**src/rtl/pixel_filter_pkg.sv**
```systemverilog
// Shared types and helpers for the streaming pixel filter.
// Mode encoding and the luma approximation used by grey/threshold.
package pixel_filter_pkg;

    localparam int GW = 16;

    typedef enum logic [2:0] {
        FM_PASS   = 3'd0,
        FM_INVERT = 3'd1,
        FM_GREY   = 3'd2,
        FM_BLUR   = 3'd3,
        FM_GRAD   = 3'd4,
        FM_THRESH = 3'd5
    } filter_mode_e;

    // (R + 2G + B) >> 2 with two guard bits so the sum never wraps
    function automatic logic [GW+1:0] grey_of(
        input logic [GW-1:0] r,
        input logic [GW-1:0] g,
        input logic [GW-1:0] b
    );
        logic [GW+1:0] s;
        s = {2'b00, r} + {1'b0, g, 1'b0} + {2'b00, b};
        return s >> 2;
    endfunction

endpackage

```
**src/rtl/pixel_filter_pipe_n_if.sv**
```systemverilog
// Pixel stream bundle between the read FIFOs and the LCD controller.
// master drives pixels/config, slave is the filter.
interface pixel_filter_pipe_n_if #(
    parameter int DW = 8,
    parameter int CH = 3,
    parameter int CW = 10
);
    logic              iFrame_Start;
    logic [2:0]        iMode;
    logic [DW-1:0]     iThreshold;
    logic              iValid;
    logic [CH*DW-1:0]  iData;
    logic              oValid;
    logic [CH*DW-1:0]  oData;
    logic [CW-1:0]     oCol;
    logic              oLine_Done;

    modport master (
        output iFrame_Start, iMode, iThreshold,
        output iValid, iData,
        input  oValid, oData, oCol, oLine_Done
    );

    modport slave (
        input  iFrame_Start, iMode, iThreshold,
        input  iValid, iData,
        output oValid, oData, oCol, oLine_Done
    );
endinterface

```
**src/rtl/box_window_acc.sv**
```systemverilog
// Per-channel WIN-deep pixel history with running sum.
// Column 0 replicates the first pixel across the whole window.
module box_window_acc #(
    parameter int DW  = 8,
    parameter int WIN = 4
) (
    input  logic          Clock,
    input  logic          Resetn,
    input  logic          load_edge,
    input  logic          shift_en,
    input  logic [DW-1:0] din,
    output logic [DW-1:0] avg,
    output logic [DW-1:0] prev
);
    localparam int LG = $clog2(WIN);
    localparam int SW = DW + LG;

    logic [DW-1:0] r_win [WIN];
    logic [SW-1:0] r_sum;

    always_ff @(posedge Clock) begin
        if (!Resetn) begin
            for (int i = 0; i < WIN; i++)
                r_win[i] <= '0;
            r_sum <= '0;
        end else if (shift_en) begin
            if (load_edge) begin
                for (int i = 0; i < WIN; i++)
                    r_win[i] <= din;
                r_sum <= SW'(din) << LG;
            end else begin
                r_win[0] <= din;
                for (int i = 1; i < WIN; i++)
                    r_win[i] <= r_win[i-1];
                r_sum <= r_sum + SW'(din)
                       - SW'(r_win[WIN-1]);
            end
        end
    end

    assign avg  = DW'(r_sum >> LG);
    // slot 1 equals slot 0 at column 0, so gradient reads 0 there
    assign prev = r_win[1];

endmodule

```
**src/rtl/pixel_filter_pipe_n.sv**
```systemverilog
// Two-stage streaming pixel filter with per-frame mode/threshold latch.
// Stage 1 tracks column and window; stage 2 applies the mode.
module pixel_filter_pipe_n
    import pixel_filter_pkg::*;
#(
    parameter int DW     = 8,
    parameter int CH     = 3,
    parameter int WIN    = 4,
    parameter int LINE_W = 640,
    parameter int CW     = $clog2(LINE_W)
) (
    input logic                  Clock,
    input logic                  Resetn,
    pixel_filter_pipe_n_if.slave bus
);
    localparam int PW = CH * DW;

    logic [2:0]    r_mode;
    logic [DW-1:0] r_thr;
    logic [CW-1:0] r_col;

    logic          r_s1_v;
    logic [PW-1:0] r_s1_pix;
    logic [CW-1:0] r_s1_col;
    logic          r_s1_done;

    logic          r_o_v;
    logic [PW-1:0] r_o_data;
    logic [CW-1:0] r_o_col;
    logic          r_o_done;

    logic [CW-1:0] w_col_cur;
    logic          w_last;
    logic          w_edge;
    logic          w_s2_en;
    logic [PW-1:0] w_avg;
    logic [PW-1:0] w_prev;
    logic [PW-1:0] w_diff;
    logic [DW-1:0] w_grey;
    logic [PW-1:0] w_res;

    assign w_col_cur = bus.iFrame_Start ? '0 : r_col;
    assign w_last    = (w_col_cur == CW'(LINE_W - 1));
    assign w_edge    = (w_col_cur == '0);
    assign w_s2_en   = r_s1_v & ~bus.iFrame_Start;

    for (genvar c = 0; c < CH; c++) begin : g_ch
        logic [DW-1:0] w_cur;
        logic [DW-1:0] w_prv;

        box_window_acc #(.DW(DW), .WIN(WIN)) u_win (
            .Clock     (Clock),
            .Resetn    (Resetn),
            .load_edge (w_edge),
            .shift_en  (bus.iValid),
            .din       (bus.iData[c*DW +: DW]),
            .avg       (w_avg[c*DW +: DW]),
            .prev      (w_prev[c*DW +: DW])
        );

        assign w_cur = r_s1_pix[c*DW +: DW];
        assign w_prv = w_prev[c*DW +: DW];
        assign w_diff[c*DW +: DW] = (w_cur >= w_prv)
                                  ? w_cur - w_prv
                                  : w_prv - w_cur;
    end

    if (CH == 3) begin : g_grey3
        assign w_grey = DW'(grey_of(
            GW'(r_s1_pix[0*DW +: DW]),
            GW'(r_s1_pix[1*DW +: DW]),
            GW'(r_s1_pix[2*DW +: DW])));
    end else begin : g_grey1
        assign w_grey = r_s1_pix[0 +: DW];
    end

    always_comb begin
        w_res = r_s1_pix;
        unique case (1'b1)
            r_mode == FM_INVERT: w_res = ~r_s1_pix;
            r_mode == FM_GREY:
                if (CH == 3) w_res = {CH{w_grey}};
            r_mode == FM_BLUR:   w_res = w_avg;
            r_mode == FM_GRAD:   w_res = w_diff;
            r_mode == FM_THRESH:
                w_res = (w_grey >= r_thr) ? '1 : '0;
            default:             w_res = r_s1_pix;
        endcase
    end

    // config latch, column tracking and stage 1
    always_ff @(posedge Clock) begin
        if (!Resetn) begin
            r_mode    <= '0;
            r_thr     <= '0;
            r_col     <= '0;
            r_s1_v    <= 1'b0;
            r_s1_pix  <= '0;
            r_s1_col  <= '0;
            r_s1_done <= 1'b0;
        end else begin
            if (bus.iFrame_Start) begin
                r_mode <= bus.iMode;
                r_thr  <= bus.iThreshold;
            end
            r_s1_v <= bus.iValid;
            if (bus.iValid) begin
                r_s1_pix  <= bus.iData;
                r_s1_col  <= w_col_cur;
                r_s1_done <= w_last;
                r_col     <= w_last ? '0
                           : w_col_cur + CW'(1);
            end else if (bus.iFrame_Start) begin
                r_col <= '0;
            end
        end
    end

    always_ff @(posedge Clock) begin
        if (!Resetn) begin
            r_o_v    <= 1'b0;
            r_o_data <= '0;
            r_o_col  <= '0;
            r_o_done <= 1'b0;
        end else begin
            r_o_v    <= w_s2_en;
            r_o_done <= w_s2_en & r_s1_done;
            if (w_s2_en) begin
                r_o_data <= w_res;
                r_o_col  <= r_s1_col;
            end
        end
    end

    assign bus.oValid     = r_o_v;
    assign bus.oData      = r_o_data;
    assign bus.oCol       = r_o_col;
    assign bus.oLine_Done = r_o_done;

endmodule

```
**src/flat_wrapper.sv**
```systemverilog
// flat-port wrapper written by rule: the top's interface ports become plain ports
module pixel_filter_pipe_n_flat import pixel_filter_pkg::*;
#(
    parameter int DW     = 8,
    parameter int CH     = 3,
    parameter int WIN    = 4,
    parameter int LINE_W = 640,
    parameter int CW     = $clog2(LINE_W)
)
  (Clock, Resetn, bus_iFrame_Start, bus_iMode, bus_iThreshold, bus_iValid, bus_iData, bus_oValid, bus_oData, bus_oCol, bus_oLine_Done);
  pixel_filter_pipe_n_if #(.DW(DW), .CH(CH), .CW(CW)) bus_i ();
  input logic Clock;
  input logic Resetn;
  input wire logic [$bits(bus_i.iFrame_Start)-1:0] bus_iFrame_Start;
  input wire logic [$bits(bus_i.iMode)-1:0] bus_iMode;
  input wire logic [$bits(bus_i.iThreshold)-1:0] bus_iThreshold;
  input wire logic [$bits(bus_i.iValid)-1:0] bus_iValid;
  input wire logic [$bits(bus_i.iData)-1:0] bus_iData;
  output wire logic [$bits(bus_i.oValid)-1:0] bus_oValid;
  output wire logic [$bits(bus_i.oData)-1:0] bus_oData;
  output wire logic [$bits(bus_i.oCol)-1:0] bus_oCol;
  output wire logic [$bits(bus_i.oLine_Done)-1:0] bus_oLine_Done;
  assign bus_i.iFrame_Start = bus_iFrame_Start;
  assign bus_i.iMode = bus_iMode;
  assign bus_i.iThreshold = bus_iThreshold;
  assign bus_i.iValid = bus_iValid;
  assign bus_i.iData = bus_iData;
  assign bus_oValid = bus_i.oValid;
  assign bus_oData = bus_i.oData;
  assign bus_oCol = bus_i.oCol;
  assign bus_oLine_Done = bus_i.oLine_Done;
  pixel_filter_pipe_n #(.DW(DW), .CH(CH), .WIN(WIN), .LINE_W(LINE_W), .CW(CW)) u_core (.Clock(Clock), .Resetn(Resetn), .bus(bus_i));
endmodule
```
**config.mk**
```make
export PLATFORM = sky130hd
export DESIGN_NAME = pixel_filter_pipe_n_flat
export DESIGN_NICKNAME = d
export VERILOG_FILES = /design/src/rtl/pixel_filter_pkg.sv /design/src/rtl/pixel_filter_pipe_n_if.sv /design/src/rtl/box_window_acc.sv /design/src/rtl/pixel_filter_pipe_n.sv /design/src/flat_wrapper.sv
export SDC_FILE = /design/constraint.sdc
export NUM_CORES = 1
export LEC_CHECK = 0
export BUFFER_PORTS_ARGS = -buffer_cell sky130_fd_sc_hd__buf_2
export CORE_ASPECT_RATIO = 0.7
export CORE_MARGIN = 1
export CORE_UTILIZATION = 50
export DETAILED_ROUTE_END_ITERATION = 10
export GPL_TIMING_DRIVEN = 1
export PLACE_DENSITY = 0.7
export SYNTH_ARGS = -nofsm -noshare
export SYNTH_HDL_FRONTEND = slang
export SYNTH_SLANG_ARGS = --single-unit
```
**constraint.sdc**
```tcl
create_clock -name Clock -period 4.2 [get_ports Clock]
set_clock_uncertainty 0.05 [all_clocks]
set_input_delay 0.42 -clock Clock [delete_from_list [all_inputs] [get_ports Clock]]
set_output_delay 0.42 -clock Clock [all_outputs]
set_load 0.05 [all_outputs]
```
# Word level (Yosys, flattened, before mapping)
# Memories as Yosys holds them, arrays and structs flattened.
# Cells that the tools add are included.
[totals]
input_bits = 39
latch_bits = 0
out_inout_bits = 36
wordCells = 115
rom_bits = 0
mem_count = 3
ram_bits = 96
register_bits = 123
[mem_list]
columns = ["memory", "depth", "word_bits", "read_ports", "rd_clocked_by_memory_dff", "wr", "line", "text"]
rows = [
  ["u_core.g_ch[0].u_win.r_win", 4, 8, 4, 0, 4, "box_window_acc.sv:18", "logic [DW-1:0] r_win [WIN];"],
  ["u_core.g_ch[1].u_win.r_win", 4, 8, 4, 0, 4, "box_window_acc.sv:18", ""],
  ["u_core.g_ch[2].u_win.r_win", 4, 8, 4, 0, 4, "box_window_acc.sv:18", ""],
]
[classes]
n_lt_le_gt_ge = 4
bitwise_logic = 28
n_reduce_logical = 1
n_eq_ne = 6
addsub = 15
mul = 0
shift = 0
mux = 44
n_div = 0
[op_table]
columns = ["operator", "count"]
rows = [
  ["$mux 8", 27],
  ["$pmux 24 s5", 1],
  ["$mux 10", 6],
  ["$sub 8x8->8", 6],
  ["$add 10x8->10", 4],
  ["$ge 8x8->1", 4],
  ["$sub 10x8->10", 3],
  ["$mux 24", 1],
  ["$not 24->24", 1],
  ["$or 1x1->1", 24],
  ["$add 10x1->10 const B", 1],
  ["$add 8x9->10", 1],
  ["$eq 10x10->1 const B", 1],
  ["$logic_not 10->1", 1],
  ["$mux 1", 9],
  ["$eq 3x2->1 const B", 2],
  ["$eq 3x3->1 const B", 2],
  ["$eq 3x1->1 const B", 1],
  ["$and 1x1->1", 2],
  ["$not 1->1", 1],
]

# Logic depth before layout (Yosys ltp)
# Gate-level depths: netlist of run 1.
[depth]
depth_word = 8
mapped_depth = 16
ltp_nobuf = 16

# Cells and area by module
# From an unflattened synthesis of run 1, not the netlist that was laid out.
[hier_totals]
cells_unflattened = 1598
area_unflattened_um2 = 14426.3
[modules_own_cells]
columns = ["mod", "cells_each", "seq_area_each_um2", "area_per_inst_um2", "n_inst"]
rows = [
  ["pixel_filter_pipe_n", 840, 1861.8, 6940.4, 1],
  ["box_window_acc at u_core.g_ch[1].u_win", 257, 1161.1, 2522.4, 1],
  ["box_window_acc at u_core.g_ch[0].u_win", 254, 1161.1, 2503.7, 1],
  ["box_window_acc at u_core.g_ch[2].u_win", 247, 1161.1, 2459.9, 1],
]

# Worst setup path after synthesis of run 1
# OpenSTA, ideal clock, no wires.
[synth_path]
kind = "input -> register"
start = "in Resetn"
end = "reg u_core.r_s1_pix[12]"
required_time_ns = 3.853
n_path_buf = 1
path_stages = 4
setup_slack_ns = 0.097
arrival_ns = 3.756
setup_ns = 0.297
cell_sequence = "nor2b_1 > clkinv_1 > clkbuf_1 > o22ai_1"
[synth_rtl]
columns = ["item", "line", "text"]
rows = [
  ["start: declaration", "flat_wrapper.sv:13", "input logic Resetn;"],
  ["end signal: assignment", "pixel_filter_pipe_n.sv:108", "r_s1_pix <= bus.iData;"],
  ["end: declaration", "pixel_filter_pipe_n.sv:23", "logic [PW-1:0] r_s1_pix;"],
]

# Worst setup path in the final report of run 1
[layout_path]
start = "reg u_core.r_s1_pix[1]"
end = "reg u_core.r_o_data[18] (netlist: u_core.bus.oData[18])"
[layout_via]
elab_chain_cells = 5
[layout_rtl]
columns = ["item", "line", "text"]
rows = [
  ["$add 8x9->10 (*)", "pixel_filter_pkg.sv:23", "s = {2'b00, r} + {1'b0, g, 1'b0} + {2'b00, b};"],
  ["$add 10x8->10 (*)", "pixel_filter_pkg.sv:23", ""],
  ["$ge 8x8->1", "pixel_filter_pipe_n.sv:86", "w_res = (w_grey >= r_thr) ? '1 : '0;"],
  ["$mux 24", "pixel_filter_pipe_n.sv:86", ""],
  ["$pmux 24 s5 (*)", "pixel_filter_pipe_n.sv:79", "unique case (1'b1)"],
  ["end signal: assignment", "pixel_filter_pipe_n.sv:129", "r_o_data <= w_res;"],
  ["end: declaration", "pixel_filter_pipe_n.sv:28", "logic [PW-1:0] r_o_data;"],
]
# Mark *: on every way between the ends. The rest lies on a longest branch, timed or not.
# A chain may end at the register's enable or synchronous reset.

==> metrics.md, run 1 <==
| Metric | Value |
|---|---|
| Outcome | `completed` |
| Worst VDD drop | `0.3130 mV` |
| DRT Wirelength | `36.59 mm` |
| Final hold vios | `0` |
| CP Capture Type | `flip-flop` |
| Port bufs | `74` |
| P&R area growth vs syn | `13.06%` |
| Dpl cells | `1874` |
| Period utilisation layout | `95.54%` |
| R2R Path Start | `u_core.r_s1_pix[1]` |
| Detail Route Antenna Nets | `0` |
| CTS root buf | `clkbuf_16` |
| Register area | `5345 um^2` |
| Req. time, crit path | `4560 ps` |
| First-pass GRT wire length | `57.42 mm` |
| Initial antenna violation count | `0` |
| Ports | `75` |
| Via count | `11020` |
| Syn_area_per_cell | `9.006 um^2` |
| Non-Filler Instances | `1917` |
| Starting Density | `51.40%` |
| # hold bufs at CTS | `0` |
| Commonest cells post-synth | `200 x nand2_1, 177 x inv_1, 135 x a21oi_1` |
| Die Y-Extent | `138.6 um` |
| Clk sinks | `219` |
| Leak pwr | `6.582 nW` |
| Ys flop type | `dfxtp_1` |
| Drt first pass iters | `6` |
| Hold crit path type | `in2reg` |
| Die width | `197.2 um` |
| Synth area leader | `edfxtp_1` |
| Setup TNS | `0 ps` |
| Seq/Total Area, Yosys | `40.10%` |
| WS Path Type | `reg2reg` |
| Post-synthesis register bit count | `219` |
| Clock Latency Late Sink | `540 ps` |
| Post-synth net total | `1649` |
| Worst-path fanout max | `3` |
| Setup WS pre-CTS | `114.2 ps` |
| Num CTS Buffers | `23` |
| CTS tree | `done` |
| Worst-Margin Slew | `975.7 ps` |
| Post-route setup slack | `187.2 ps` |
| Top-count cell post-synth | `nand2_1` |
| Standard-cell rows | `49` |
| Die area | `27330 um^2` |
| Hold path startpoint | `bus_iMode[1]` |
| Largest net degree at the start of global routing | `81` |
| Core area | `25930 um^2` |
| EDFF count, synth | `96` |
| H-tree levels | `1` |
| CP startpoint kind | `flip-flop` |
| Multi-input logic area | `7062 um^2` |
| Layout cells sized above 1 | `11.41%` |
| Fillers | `2321` |
| Vias per inst | `5.746` |
| RePlAce Congestion | `0.9608` |
| Warning count from the yosys run | `0` |
| Power per cell area | `416.5 nW/um^2` |
| Clk slew on worst S/H paths | `70 ps` |
| Total power | `6.276 mW` |
| Worst path arrival time | `4370 ps` |
| Diodes inserted | `0` |
| Tmin final | `4013 ps` |
| Max transition margin | `34.72%` |
| Nets | `1712` |
| Max Clk Rate | `249.2 MHz` |
| CP startpoint | `u_core.r_s1_pix[1]` |
| Async SR Flop Fraction | `0%` |
| CTS Buffer Depth | `3` |
| Drc violations | `0` |
| Synth cell types | `65` |
| Vias in the first global route | `10320` |
| Global route total overflow | `0` |
| Flop2flop setup slack | `190 ps` |
| Total GRT Usage | `26.73%` |
| Synth top area share | `21.63%` |
| Mapped cell area | `13330 um^2` |
| Mapped Cells | `1480` |
| Leading post-synthesis cells by cell area | `edfxtp_1 22%, dfxtp_1 18%, ha_1 8.6%` |
| Setup-failing EPs final | `0` |
| 1st-iter DRT viols | `946` |
| Max-slew violations | `0` |
| DP Wirelength | `26.87 mm` |
| Drt wl/cell | `19.09 um` |
| Max cap viols | `0` |
## worst max-delay path, stage by stage, from the launching register on
cell      delay [ps]
dfxtp_1          320
inv_1             70
fa_1             520
and3b_1          210
fa_2             400
a21o_1           230
a22oi_2          210
a21oi_1          100
or2_2            280
ha_1             290
a21oi_1          140
o221ai_1         120
a21o_1           190
or2_2            300
o211ai_1         190
and3_1           200
a21oi_1           60
## cell families after synthesis
| logic type | synth area share (%) |
|---|---|
| simple gates | 13.94 |
| compound gates | 18.15 |
| buf+inv | 7.294 |
| flops | 40.10 |
| fa+ha+maj | 14.34 |
| xor+xnor | 3.351 |
| mux | 2.825 |
## per-stage QoR
stage / instance area, um^2 / util (%) / hold WS (ps)
2_1_floorplan: 13330 / - / 386.4
5_1_grt: 15070 / 58.11 / 123.4
3_5_place_dp: 14180 / 54.67 / 404.6
3_3_place_gp: 14180 / 54.67 / 397.9
4_1_cts: 15040 / 57.99 / 86.73
6_report: 15070 / 58.11 / 98.64
## timing repair
item / in CTS / in global routing
buffers inserted: 0 / 1
setup endpoints to repair: 0 / 17
resized for setup: 0 / 6
## routing by layer
layer / global-route usage (%) / wire length (um) / part of all wire (%) / up-vias
li1: - / - / - / 5264
met1: 40.55 / 17270 / 47 / 5279
met2: 39.87 / 15900 / 43 / 420
met3: 4.499 / 2744 / 7.5 / 53
met4: 5.508 / 674 / 1.8 / 0
met5: 0 / 0 / 0 / -
## path summary, 6_finish.rpt
check	cells past startpoint	end
min	3	u_core.r_mode[1]
max reg2reg	16	u_core.bus.oData[18]
min reg2reg	2	u_core.bus.oCol[5]
max	16	u_core.bus.oData[18]
## sequential cells by signal (all words and copies together), names as in the netlist
| signal | flops |
|---|---|
| u_core.r_col | 10 |
| u_core.g_ch.u_win.r_sum | 30 |
| u_core.g_ch.u_win.r_win | 96 |
| u_core.bus.oLine_Done | 1 |
| u_core.r_thr | 8 |
| u_core.bus.oData | 24 |
| u_core.r_s1_col | 10 |
| u_core.bus.oValid | 1 |
| u_core.r_s1_done | 1 |
| u_core.r_s1_v | 1 |
| u_core.r_s1_pix | 24 |
| u_core.bus.oCol | 10 |
| u_core.r_mode | 3 |
## cell type report
cell class                      instances  share of cell area (%)
Clock buffer                           39                   5.413
Clock inverter                          3                  0.2906
Inverter                              178                   4.450
Multi-Input combinational cell       1010                   46.86
Sequential cell                       219                   35.47
Tap cell                              357                   2.964
Timing Repair Buffer                  111                   4.550
## cells in the final DEF (no fill, tap or decap), drive strengths merged, types with 35 or more instances in the layout
cell / n
nor2b: 35
edfxtp: 96
fa: 38
a21oi: 135
o21ai: 71
dfxtp: 123
nand2: 200
inv: 179
buf: 111
nor2: 79
ha: 92
clkbuf: 39
## power breakdown
group | total (mW) | internal, mW | switching, mW
logic | 1.53 | 0.601 | 0.925
clock network | 2.29 | 1.39 | 0.900
registers | 2.47 | 2.36 | 0.107
total | 6.28 | 4.35 | 1.93
Note: power is estimated with default switching activity, not from simulation.
==> run 2: changes to the inputs <==
- ABC_AREA: not set -> 1
==> run 2 against run 1 <==
Core utilization shrank 1.6 points. First-iteration DRC count decreased by 0.95%. Routed wire length grew 3.1%. Flip-flop and latch count unchanged. Setup slack improved by 160 ps. Synthesized cell count is 19% higher. Area after synthesis is 2.5% higher.
==> metrics.md, run 2 <==
| Metric | Value |
|---|---|
| Outcome | `completed` |
| Max Clk Rate | `259.6 MHz (+4.2%)` |
| Clk sinks | `219 (unchanged)` |
| P&R area growth vs syn | `10.66%` |
| Largest net degree at the start of global routing | `68 (-16%)` |
| Nets | `1990 (+16%)` |
| Worst-path fanout max | `10 (+7)` |
| Final hold vios | `0 (unchanged)` |
| Starting Density | `51.02% (-0.38 points)` |
| Drt first pass iters | `7 (+1)` |
| Synth cell types | `40 (-38%)` |
| Most frequent cells in the layout | `461 x nand2_1, 305 x inv_1, 131 x a21oi_1` |
| Worst VDD drop | `0.2887 mV (-7.7%)` |
| Dpl cells | `2160 (+15%)` |
| Synth area leader | `edfxtp_1` |
| Worst setup path endpoint | `u_core.bus.oData[20]` |
| H-tree levels | `1 (unchanged)` |
| Core area | `26780 um^2 (+3.2%)` |
| RSZ-0062 raised after global routing | `no` |
| Leak pwr | `7.321 nW (+11%)` |
| Worst path arrival time | `4180 ps (-190 ps)` |
| Setup-failing EPs final | `0 (unchanged)` |
| CTS root buf | `clkbuf_16` |
| First-pass GRT wire length | `60.82 mm (+5.9%)` |
| Via count | `11910 (+8.1%)` |
| Drc violations | `0 (unchanged)` |
| Drt wl/cell | `17.13 um (-10%)` |
| Max transition margin | `20.36% (-14 points)` |
| Top-count cell post-synth | `nand2_1` |
| CP Capture Type | `flip-flop` |
| Worst-Margin Slew | `1191 ps (+215.0 ps)` |
| CTS Buffer Depth | `3 (unchanged)` |
| Max cap viols | `0 (unchanged)` |
| Resized cells post-CTS | `0 (unchanged)` |
| Seq/Total Area, Yosys | `39.13% (-0.97 points)` |
| Regs by FF count | `u_core.g_ch.u_win.r_win x96, u_core.g_ch.u_win.r_sum x30` |
| EDFF count, synth | `96 (unchanged)` |
| Setup TNS | `0 ps (unchanged)` |
| DP Wirelength | `28.24 mm (+5.1%)` |
| R2R Path Start | `u_core.r_s1_pix[17]` |
| Post CTS Setup Buffer Count | `0 (unchanged)` |
| Post-layout util | `56.46% (-1.6 points)` |
| Tmin final | `3852 ps (-160.9 ps)` |
| CP startpoint kind | `flip-flop` |
| Clock Latency Late Sink | `530 ps (about the same)` |
| Max-slew violations | `0 (unchanged)` |
| DRT Wirelength | `37.72 mm (+3.1%)` |
| Post-route setup slack | `348.1 ps (+160.9 ps)` |
| Leading post-synthesis cells by cell area | `edfxtp_1 21%, dfxtp_1 18%, nand2_1 13%` |
| Post-synthesis register bit count | `219 (unchanged)` |
| Vias per inst | `5.408 (-5.9%)` |
| Vias in the first global route | `11510 (+12%)` |
| Num CTS Buffers | `23 (unchanged)` |
| Flop2flop setup slack | `350 ps (+160 ps)` |
| Die width | `199.6 um (+1.2%)` |
| Hold crit path type | `in2reg` |
| Period utilisation layout | `91.71% (-3.8 points)` |
| Commonest cells post-synth | `463 x nand2_1, 306 x inv_1, 131 x a21oi_1` |
| Total GRT Usage | `27.74% (+1.0 points)` |
| Flip-flop count of the largest register after layout | `96 (unchanged)` |
| Die Y-Extent | `140.3 um (+1.2%)` |
| RePlAce Congestion | `0.9490 (-1.2%)` |
| 1st-iter DRT viols | `937 (-0.95%)` |
| Detail Route Antenna Nets | `0 (unchanged)` |
| Clk slew on worst S/H paths | `70 ps (about the same)` |
| CTS tree | `done` |
| Standard-cell rows | `50 (+2.0%)` |
| Hold path startpoint | `bus_iThreshold[0]` |
| Req. time, crit path | `4530 ps (-30 ps)` |
| Die area | `28000 um^2 (+2.5%)` |
| Reg with most FFs | `u_core.g_ch.u_win.r_win` |
| Ports | `75 (unchanged)` |
| Fillers | `2547 (+9.7%)` |
| Mapped cell area | `13660 um^2 (+2.5%)` |
| Most common cell after layout, fill and taps aside | `nand2_1` |
| CP startpoint | `u_core.r_s1_pix[17]` |
| Layout cells sized above 1 | `8.111% (-3.3 points)` |
| Global route total overflow | `0 (unchanged)` |
| Async SR Flop Fraction | `0% (unchanged)` |
| Reg2Reg Depth | `17 (+1)` |
| Port bufs | `74 (unchanged)` |
| Post-synth net total | `1927 (+17%)` |
| Ys flop type | `dfxtp_1` |
| Mapped Cells | `1758 (+19%)` |
| Initial antenna violation count | `1 (+1)` |
| Setup WS pre-CTS | `409.7 ps (+295.5 ps)` |
| Power per cell area | `410.6 nW/um^2 (-1.4%)` |
| Warning count from the yosys run | `0 (unchanged)` |
| Non-Filler Instances | `2202 (+15%)` |
| Synth top area share | `21.10% (-0.52 points)` |
| Syn_area_per_cell | `7.771 um^2 (-14%)` |
| # hold bufs at CTS | `0 (unchanged)` |
| WS Path Type | `reg2reg` |
| Reg2reg end | `u_core.bus.oData[20]` |
-- run 2: cell count changes in the layout (fill, tap and decap cells not counted), sizes merged, moves of 14 or more --
cell	before	now
mux2i	32	0
buf	111	88
nor2b	35	0
nand3	24	122
inv	179	314
a31oi	18	0
a21o	31	2
a221oi	15	1
a21boi	15	0
and3	16	0
o221ai	31	9
nand2	200	465
o22ai	22	44
-- run 2: per-layer routing --
metal	track usage [%]	routed length, um
met3	4.503	2600
met1	39.30	17400
met2	42.98	16520
met5	0	0
met4	9.241	1209
-- run 2: report_power, final --
part           internal, mW  switching (mW)
registers              2.37          0.0923
logic                 0.560            1.09
clock network          1.22           0.881
total                  4.15            2.06
-- run 2: how the worst min path moves through the flow --
| stage | endpoint | cells after the start |
|---|---|---|
| 6_report | u_core.r_thr[0] | 3 |
| 5_1_grt | u_core.r_thr[0] | 3 |
| 4_1_cts | u_core.r_thr[0] | 3 |
| 3_5_place_dp | u_core.bus.oCol[4] | 2 |
| 3_3_place_gp | u_core.bus.oCol[4] | 2 |
| 2_1_floorplan | u_core.bus.oLine_Done | 2 |
-- run 2: kinds of logic after synthesis --
logic type                 synth area share, %
and+or+nand+nor                          21.73
buffers and inverters                    10.62
AOI/OAI and AO/OA                        12.48
DFF                                      39.13
adders and majority gates                14.00
xor gates and xnor gates                 2.052
-- run 2: through the flow --
| step | hold slack [ps] | area [um^2] | power (mW) |
|---|---|---|---|
| 2_1_floorplan | 374.2 | 13660 | 3.702 |
| 3_3_place_gp | 390.1 | 14340 | 4.082 |
| 3_5_place_dp | 393.4 | 14340 | 4.114 |
| 4_1_cts | 63.81 | 15110 | 6.210 |
| 5_1_grt | 78.71 | 15110 | 6.548 |
| 6_report | 78.98 | 15120 | 6.207 |
-- run 2: layout make-up --
type,count,area [um^2],share of cell area (%)
Inverter,314,1184,7.830
Antenna cell,1,2.502,0.01655
Multi-Input combinational cell,1175,6870,45.45
Timing Repair Buffer,88,488.0,3.228
Clock inverter,5,23.77,0.1573
Tap cell,364,455.4,3.013
Clock buffer,36,748.2,4.950
Sequential cell,219,5345,35.36
-- run 2: worst max-delay path, cell delays in order, from the launching register on --
cell and delay (ps):
dfxtp_1 410, inv_1 190, fa_1 520, nor2_1 80, fa_1 480, nand4_1 160, nand4_1 120, and2_1 190
ha_1 280, a21oi_1 130, nor2_1 50, nor2_1 90, nand3_1 130, a21oi_2 310, buf_4 270, nand4_1 100
nand2_1 80, a21oi_1 60
==> run 3: changes to the inputs <==
- CORE_ASPECT_RATIO: 0.7 -> 1.1
==> run 3 against run 2 <==
Fmax rose by 6.8%. Sequential share of layout area fell by 0.25 points. Critical path depth rose by 1. Register-to-register slack improved by 250 ps. Final cell count did not move. Via count fell by 0.51%. Setup slack improved by 250 ps. Critical path type unchanged. Critical endpoint is now u_core.bus.oData[23]. Largest cell class unchanged.
==> metrics.md, run 3 (synthesized netlist as in run 2, its figures left out) <==
| Metric | Value |
|---|---|
| Hold path startpoint | `bus_iThreshold[0]` |
| Slowest library cell on the worst path | `fa_1` |
| First-pass GRT wire length | `59.91 mm (-1.5%)` |
| Reg2Reg Depth | `18 (+1)` |
| Leak pwr | `7.363 nW (+0.57%)` |
| Flop2flop setup slack | `590 ps (+250 ps)` |
| CTS root buf | `clkbuf_16` |
| Family with the most delay on the worst path | `simple AND/OR/NAND/NOR gates` |
| Multi-input logic area | `6870 um^2 (unchanged)` |
| Setup-failing EPs final | `0 (unchanged)` |
| Regs by FF count | `u_core.g_ch.u_win.r_win x96, u_core.g_ch.u_win.r_sum x30` |
| 1st-iter DRT viols | `933 (-0.43%)` |
| Vias in the first global route | `11510 (unchanged)` |
| Most frequent cells in the layout | `461 x nand2_1, 305 x inv_1, 131 x a21oi_1` |
| Critical Path Max Stage Delay | `510 ps (about the same)` |
| Crit path top cell by count | `nor2_1` |
| CTS Buffer Depth | `3 (unchanged)` |
| Final hold vios | `0 (unchanged)` |
| Post CTS Setup Buffer Count | `0 (unchanged)` |
| Port bufs | `74 (unchanged)` |
| Die width | `159.6 um (-20%)` |
| Num CTS Buffers | `25 (+8.7%)` |
| Diodes inserted | `0 (-1)` |
| Worst VDD drop | `0.2844 mV (-1.5%)` |
| Hold path depth | `3 (unchanged)` |
| Reg with most FFs | `u_core.g_ch.u_win.r_win` |
| Standard-cell rows | `63 (+26%)` |
| Clock Latency Late Sink | `530 ps (about the same)` |
| CTS tree | `done` |
| Worst path arrival time | `3930 ps (-250 ps)` |
| Clk sinks | `219 (unchanged)` |
| H-tree levels | `1 (unchanged)` |
| RePlAce Congestion | `0.9696 (+2.2%)` |
| Starting Density | `50.82% (-0.20 points)` |
| Drt first pass iters | `5 (-2)` |
| Register area | `5345 um^2 (unchanged)` |
| Vias per inst | `5.381 (-0.51%)` |
| WS Path Type | `reg2reg` |
| Die Y-Extent | `175.4 um (+25%)` |
| R2R Path Start | `u_core.r_s1_pix[17]` |
| DP Area | `14360 um^2 (+0.15%)` |
| Max transition margin | `44.33% (+24 points)` |
| DP Wirelength | `27.68 mm (-2.0%)` |
| Max cap viols | `0 (unchanged)` |
| Max Clk Rate | `277.4 MHz (+6.8%)` |
| Total GRT Usage | `27.03% (-0.71 points)` |
| Core area | `26880 um^2 (+0.39%)` |
| CP Capture Type | `flip-flop` |
| Die area | `27990 um^2 (about the same)` |
| Drt wl/cell | `16.91 um (-1.3%)` |
| Period utilisation layout | `85.83% (-5.9 points)` |
| Buffers and inverters on the worst path | `1 (-1)` |
| Ports | `75 (unchanged)` |
| Outcome | `completed` |
| RSZ-0062 raised after global routing | `no` |
| # hold bufs at CTS | `0 (unchanged)` |
| Worst-Margin Slew | `834.1 ps (-356.5 ps)` |
| Initial antenna violation count | `0 (-1)` |
| Worst-path fanout max | `5 (-5)` |
| Max-slew violations | `0 (unchanged)` |
| Resized cells post-CTS | `0 (unchanged)` |
| Layout cells sized above 1 | `8.564% (+0.45 points)` |
| Via count | `11850 (-0.51%)` |
| Flip-flop count of the largest register after layout | `96 (unchanged)` |
| Clk slew on worst S/H paths | `60 ps (about the same)` |
| Req. time, crit path | `4530 ps (about the same)` |
| P&R area growth vs syn | `11.45%` |
| Most common cell after layout, fill and taps aside | `nand2_1` |
| Global route total overflow | `0 (unchanged)` |
| Fin area | `15220 um^2 (+0.71%)` |
| CP Cell Sequence | `inv_1 -> fa_1 -> nor2_1 -> fa_1 -> nand4_1 -> nand4_1 -> and2_1 -> ha_1 -> a21oi_1 -> nor2_1 -> nor2_1 -> nand3_1 -> nand2_1 -> nand2_1 -> nor2_1 -> nand3_1 -> nand2_1 -> a21oi_1` |
| Nets | `1996 (+0.30%)` |
| Hold endpoint | `u_core.r_thr[0]` |
| Tmin final | `3605 ps (-246.8 ps)` |
| Drc violations | `0 (unchanged)` |
| Fillers | `2454 (-3.7%)` |
| Hold crit path type | `in2reg` |
| Setup TNS | `0 ps (unchanged)` |
| DRT Wirelength | `37.24 mm (-1.3%)` |
| Detail Route Antenna Nets | `0 (unchanged)` |
| CP startpoint kind | `flip-flop` |
| Largest net degree at the start of global routing | `81 (+19%)` |
| Power per cell area | `419.1 nW/um^2 (+2.1%)` |
| Reg2reg end | `u_core.bus.oData[23]` |
| Final hold slack | `64.50 ps (-14.48 ps)` |
==> run 3: cell count changes in the layout (fill, tap and decap cells not counted), sizes merged <==
| cell | change |
|---|---|
| buf | +4 |
| bufinv | +4 |
| clkbuf | -10 |
| clkinv | +4 |
| clkinvlp | +5 |
| diode | -1 |
| inv | +1 |
==> run 3: how the worst max path moves through the flow <==
stage	startpoint	to	slack [ps]	cells after the start
after CTS	u_core.r_s1_pix[17]	u_core.bus.oData[8]	600	18
final	u_core.r_s1_pix[17]	u_core.bus.oData[23]	590	18
after global routing	u_core.r_s1_pix[17]	u_core.bus.oData[16]	310	18
after floorplan	u_core.r_s1_pix[1]	u_core.bus.oData[18]	910	17
after detailed placement	u_core.r_s1_pix[17]	u_core.bus.oData[23]	600	18
after global placement	u_core.r_s1_pix[1]	u_core.bus.oData[0]	730	18
==> run 3: final cells by class <==
type                            count  share of cell area, %
Clock buffer                       26                  4.274
Clock inverter                     19                  1.381
Inverter                          314                  7.775
Multi-Input combinational cell   1175                  45.13
Sequential cell                   219                  35.11
Tap cell                          357                  2.934
Timing Repair Buffer               92                  3.402
==> run 3: worst min-delay path, stage by stage <==
cell,delay [ps]
buf_2,70
nor2_1,30
nor2_1,80
==> run 3: per-stage QoR <==
stage	power, mW	cells	util (%)	worst slack (ps)
global route	6.731	2202	56.64	307.4
floorplan	3.702	1758	-	907.1
finish	6.381	2202	56.64	594.9
detailed placement	4.109	2157	53.44	603.5
global placement	4.083	2157	53.44	729.9
CTS	6.400	2202	56.64	604.3
==> run 3: layer usage <==
layer	track usage (%)	part of all wire [%]
met1	35.14	43
met2	46.78	48
met3	3.117	5.9
met4	8.934	2.7
met5	0	0
==> run 3: power by group <==
part | leakage, nW | internal (mW) | switching, mW | total, mW
registers | 2.06 | 2.37 | 0.0892 | 2.46
clock network | 0.408 | 1.37 | 0.914 | 2.29
logic | 4.90 | 0.564 | 1.07 | 1.64
total | 7.36 | 4.30 | 2.08 | 6.38
